**src/rtl/serial_subtractor.sv**
```systemverilog
// Bit-serial WIDTH-bit subtractor (a - b), LSB first, one bit per clock.
// Start/busy/done handshake; result and final borrow held until the next completion.
module serial_subtractor #(
  parameter int unsigned WIDTH = 8
) (
  input  logic             clk,
  input  logic             rst_n,
  input  logic             start,
  input  logic [WIDTH-1:0] a,
  input  logic [WIDTH-1:0] b,
  output logic             busy,
  output logic             done,
  output logic [WIDTH-1:0] diff,
  output logic             borrow_out
);

  localparam int unsigned CntW = (WIDTH > 1) ? $clog2(WIDTH) : 1;
  localparam logic [CntW-1:0] CntLast = CntW'(WIDTH - 1);

  typedef enum logic [1:0] {StIdle, StRun, StDone} state_e;

  state_e           state;
  logic [WIDTH-1:0] sa;
  logic [WIDTH-1:0] sb;
  logic [WIDTH-1:0] sd;
  logic [CntW-1:0]  cnt;
  logic             br;

  logic             bit_x;
  logic             bit_d;
  logic             br_next;

  // Two cascaded half-subtractors: (sa[0] - sb[0]) then (x - br).
  always_comb begin
    bit_x   = sa[0] ^ sb[0];
    bit_d   = bit_x ^ br;
    br_next = (~sa[0] & sb[0]) | (~bit_x & br);
  end

  always_ff @(posedge clk or negedge rst_n) begin
    if (!rst_n) begin
      state      <= StIdle;
      sa         <= '0;
      sb         <= '0;
      sd         <= '0;
      cnt        <= '0;
      br         <= 1'b0;
      busy       <= 1'b0;
      done       <= 1'b0;
      diff       <= '0;
      borrow_out <= 1'b0;
    end else begin
      unique case (state)
        StIdle, StDone: begin
          done <= 1'b0;
          if (start) begin
            sa    <= a;
            sb    <= b;
            br    <= 1'b0;
            cnt   <= '0;
            busy  <= 1'b1;
            state <= StRun;
          end else begin
            state <= StIdle;
          end
        end
        StRun: begin
          sa  <= sa >> 1;
          sb  <= sb >> 1;
          sd  <= {bit_d, sd[WIDTH-1:1]};
          br  <= br_next;
          cnt <= cnt + CntW'(1);
          if (cnt == CntLast) begin
            diff       <= {bit_d, sd[WIDTH-1:1]};
            borrow_out <= br_next;
            done       <= 1'b1;
            busy       <= 1'b0;
            state      <= StDone;
          end
        end
        default: begin
          busy  <= 1'b0;
          done  <= 1'b0;
          state <= StIdle;
        end
      endcase
    end
  end

endmodule
```
**config.mk**
```make
export PLATFORM = sky130hd
export DESIGN_NAME = serial_subtractor
export DESIGN_NICKNAME = d
export VERILOG_FILES = /design/src/rtl/serial_subtractor.sv
export SDC_FILE = /design/constraint.sdc
export NUM_CORES = 1
export LEC_CHECK = 0
export ABC_AREA = 1
export CORE_UTILIZATION = 53
export CTS_BUF_LIST = sky130_fd_sc_hd__clkbuf_16
export DETAILED_ROUTE_END_ITERATION = 10
export PLACE_DENSITY = 0.81
export RECOVER_POWER = 50
export SYNTH_ARGS = -nofsm -noshare
export SYNTH_HDL_FRONTEND = slang
export SYNTH_SLANG_ARGS = --single-unit
```
**constraint.sdc**
```tcl
create_clock -name clk -period 1.4 [get_ports clk]
set_input_delay 0.42 -clock clk [delete_from_list [all_inputs] [get_ports clk]]
set_output_delay 0.42 -clock clk [all_outputs]
set_load 0.05 [all_outputs]
```
[Yosys cells after proc, flatten, opt, wreduce, memory -nomap -nowiden]
Index checks and enable logic that the tools add are counted.
Widths: inputs -> output; s select.
Storage, ports and cells
  flip-flop bits (word level): 41
  latch bits: 0
  memory bits (writable): 0
  memory bits (read-only): 0
  bits of input ports: 19
  output and inout bits: 11
  logic and storage cells: 45
  memories: 0
Cells by class
  $add $sub $neg: 1
  multipliers: 0
  div/mod/pow operators: 0
  magnitude comparators: 0
  eq/ne operators: 5
  shift operators: 0
  multiplexer cells: 16
  bitwise logic cells: 7
  reductions and logical operators: 6
Operators with widths (number)
  $pmux 8 s2: 2
  $mux 8: 2
  $mux 1: 6
  $pmux 3 s2: 1
  $reduce_and 2->1: 3
  $ne 2x2->1 const B: 2
  $pmux 1 s2: 2
  $pmux 2 s2: 1
  $add 3x1->3 const B: 1
  $eq 3x3->1 const B: 1
  $mux 3: 1
  $and 1x1->1: 2
  $eq 2x1->1 const B: 1
  $eq 2x2->1 const B: 1
  $logic_not 2->1: 1
  $mux 2: 1
  $not 1->1: 2
  $reduce_bool 2->1: 1
  $reduce_or 2->1: 1
  $xor 1x1->1: 2
  $or 1x1->1: 1

[Logic depth before layout (Yosys ltp)]
  depth after elaboration: 5
  depth in mapped cells: 8
  gate-level depth less buffers: 6

[Worst setup path after synthesis]
Ideal clock, no wire load.
  path type: register to register
  start point: register state[1]
  end point: register sa[2]
  setup time: 0.117 ns
  arrival time: 1.271 ns
  required time: 1.283 ns
  path slack: 0.012 ns
  stages on the path, launching flop included: 7
  path buffers: 1
  period minus slack after synthesis: 1.388 ns
  cells stage by stage: dfrtp_1 > inv_2 > nand2_4 > buf_4 > nand2_1 > nand3_1 > nand2_1
Between the ends
  word-level cells in the longest chain between the ends: 4
  elaborated cells between the ends (all ways): 8
  those cells by class: 3 x eq/ne; 1 x mux; 4 x reduce/logical
Ends and longest elaborated chain
  from (decl): line 22  | state_e state;
  from (signal assigned): line 42  | state <= StIdle;
  from (signal assigned): line 62  | state <= StRun;
  from (signal assigned): line 64  | state <= StIdle;
  $eq 2x2->1 or $logic_not 2->1 (tied branches): line 53  | unique case (state)
  $reduce_or 2->1: line 53
  $ne 2x2->1 (no source line) or $reduce_bool 2->1 (tied branches)
  $reduce_and 2->1 (no source line)
  to (signal assigned): line 68  | sa <= sa >> 1;
  to (decl): line 23  | logic [WIDTH-1:0] sa;
Parallel ways exist; a longest one is shown, timed or not.
A chain may end at the register's enable or synchronous reset.

==> impl_results.md <==
* Count of hold buffers inserted by post-cts repair at 0
* Starting density of the core at 55.8%
* Critical-path maximum fanout at 4
* Max stage delay cell, worst path: sky130_fd_sc_hd__dfrtp_1
* Final-layout fill cell count at 263
* Number of antenna-violating nets in the routed design at 0
* Post-Place Cells at 295
* Pin count of the biggest net entering global routing at 40
* Half-perimeter wire length after placement at 2.44 mm
* Routability Congestion at 0.766
* Critical-path cell list: buf_12
* Transition time at the pin with the least slew margin at 0.944 ns
* Clock latency of the later-clocked register in the worst-skew pair at 0.28 ns
* Area of the core region at 3360 sq um
* Layout Nets at 278
* Via-per-instance ratio at 4.92
* Fmax at 731 MHz
* Post-synthesis instance area at 1880 sq um
* Largest voltage drop on the vdd net at 1570 uV
* TritonCTS sink count at 39
* Port Buf Inserts at 29
* Startpoint class of the critical path: flop
* Area growth from synthesis to layout at 32.9%
* Min-delay worst type: in2async
* CP delay by family, top: flip-flops
* Drt pass-1 iters at 4
* Category of the critical setup timing path: reg2out
* GRT Resource Usage Total at 23.1%
* Die boundary width at 61.5 um
* Clock tree from TritonCTS: done
* Sum of routed wire length over all layers at 3.78 mm
* Count of pins on the block boundary at 30
* Total power density per cell area at 2580 nW/um^2
* Initial drt markers at 102
* Post-route setup TNS at 0 ns
* DRC errors left at 0
* Clock tree skew after final layout at 0.00489 ns
* Total nets after synthesis at 241
* Number of buffers inserted during clock tree synthesis at 5
* Worst rel slew slack at 37.1%
* Outcome: complete, no violations
* Final hold violation count at 0
* Final count of pins violating max slew at 0
* Mapped Cells at 219
* Area of the die at 3790 sq um
* Number of standard-cell rows in the floorplan at 21
* Clock slew seen by the registers of the worst setup and hold paths at 0.06 ns
* Crit path buffers/inverters at 1
* Number of global-route vias before repair at 1391
* Final antenna diode count at 0
* Number of antenna violations at the first check in global routing at 0
* Crit. End Element: output port
* Number of distinct standard cells referenced by the synthesized netlist at 21
* Total of warnings raised by yosys at 0
* Total vias in the final route at 1485
* Delay of the slowest critical-path stage at 0.49 ns
* First-pass GRT wire length at 6.20 mm
* Worst EP arrival at 0.95 ns
* Final worst-path cycle share at 97.7%
* Finish-stage setup viols at 0
* Post-layout total power at 6.45 mW
* CTS HTree Levels at 2
* Routed wire length per instance at 12.5 um
* Min Clock Period, post-route at 1.37 ns
* Sequential-to-total area share from yosys stat at 52.0%
* GRT overflow at 0
* Post-Syn Area per Cell at 8.58 sq um
* Maximum count of clock buffers along a single path at 2
* Max-cap violations at 0
* Required time worst endpoint at 0.98 ns
* Commonest non-fill, non-tap cell in the layout: sky130_fd_sc_hd__nand2_1
* Final standard cell utilization of the core at 74.2%
* Synthesized flop and latch total at 39
* Fraction of layout instances using a drive strength above 1 at 18.0%
* Count of placed standard cells in the final layout, fillers left out at 302
* Height of the die at 61.5 um
* Static Leakage at 1.32 nW
* Unrepaired setup endpoints after global routing: no
* Commonest cells after routing, fill and taps aside: sky130_fd_sc_hd__nand2_1, sky130_fd_sc_hd__inv_1, sky130_fd_sc_hd__dfrtp_1
* Root Buffer Master: sky130_fd_sc_hd__clkbuf_16
logic make-up (layout without fill, tap and decap cells):
kind of cell | count (synthesis) | after routing | share of synthesized area [%]
AOI/OAI and AO/OA | 21 | 21 | 7.19
adders and majority gates | 3 | 3 | 2.40
buffers and inverters | 51 | 88 | 12.9
DFF | 39 | 39 | 52.0
and+or+nand+nor | 105 | 105 | 25.6
metal layers:
metal  up-vias  share of wire (%)  global-route usage [%]  wire (um)
met5         -                  0                       0          0
li1        738                  -                       -          -
met2        34                 47                    33.8       1790
met3        10                3.6                    7.98        137
met4         0                2.5                    10.5         95
met1       703                 46                    31.3       1750
cells in the mapped netlist (all sizes together):
master / instances / area [sq um]
nand3: 28 / 140
inv: 42 / 163
or2: 1 / 6.26
fa: 1 / 20.0
nand2: 74 / 319
nor2: 2 / 15.0
ha: 2 / 25.0
buf: 9 / 78.8
o21ai: 20 / 130
a21oi: 1 / 5.00
dfrtp: 39 / 976
power by group:
part / switching, mW / internal (mW) / total [mW]
registers: 0.378 / 1.68 / 2.05
clock network: 0.434 / 0.640 / 1.07
logic: 1.90 / 1.42 / 3.32
total: 2.71 / 3.74 / 6.45
area by class of cell:
class,instances,area (sq um),share of cell area (%)
tap,46,57.6,2.31
clock buffer,5,125,5.01
multi-input combinational,129,663,26.6
inverter,42,163,6.52
sequential,39,976,39.1
timing repair buffer,39,503,20.2
clock inverter,2,8.76,0.351
path summary, 6_finish.rpt:
kind	slack [ns]	end	from	depth (start not counted)
max	0.03	done	state[1]	1
min	0.36	sb[2]	rst_n	2
max reg2reg	0.09	sb[4]	state[1]	6
min reg2reg	0.48	diff[5]	diff[5]	2
max in group asynchronous	0.46	cnt[2]	rst_n	2
min in group clk	0.48	diff[5]	diff[5]	2
state kept, by name (all words and copies together) (netlist names):
signal,count
sd,7
state,2
diff,8
br,1
sa,8
cnt,3
sb,8
busy,1
borrow_out,1
through the flow:
step	hold slack, ns	cell area, sq um	setup slack, ns
after global placement	0.402	2390	-0.0441
after detailed placement	0.403	2390	-0.0602
after CTS	0.102	2520	0.0310
after global routing	0.449	2500	0.0119
final	0.356	2500	0.0325
after floorplan	0.124	1880	0.0118
timing repair:
| item | 4_1_cts | 5_1_grt |
|---|---|---|
| resized for setup | 0 | 1 |
| endpoints found under the setup margin | 0 | 3 |
| setup buffers | 0 | 0 |
Power figures use the tool's default switching activity.
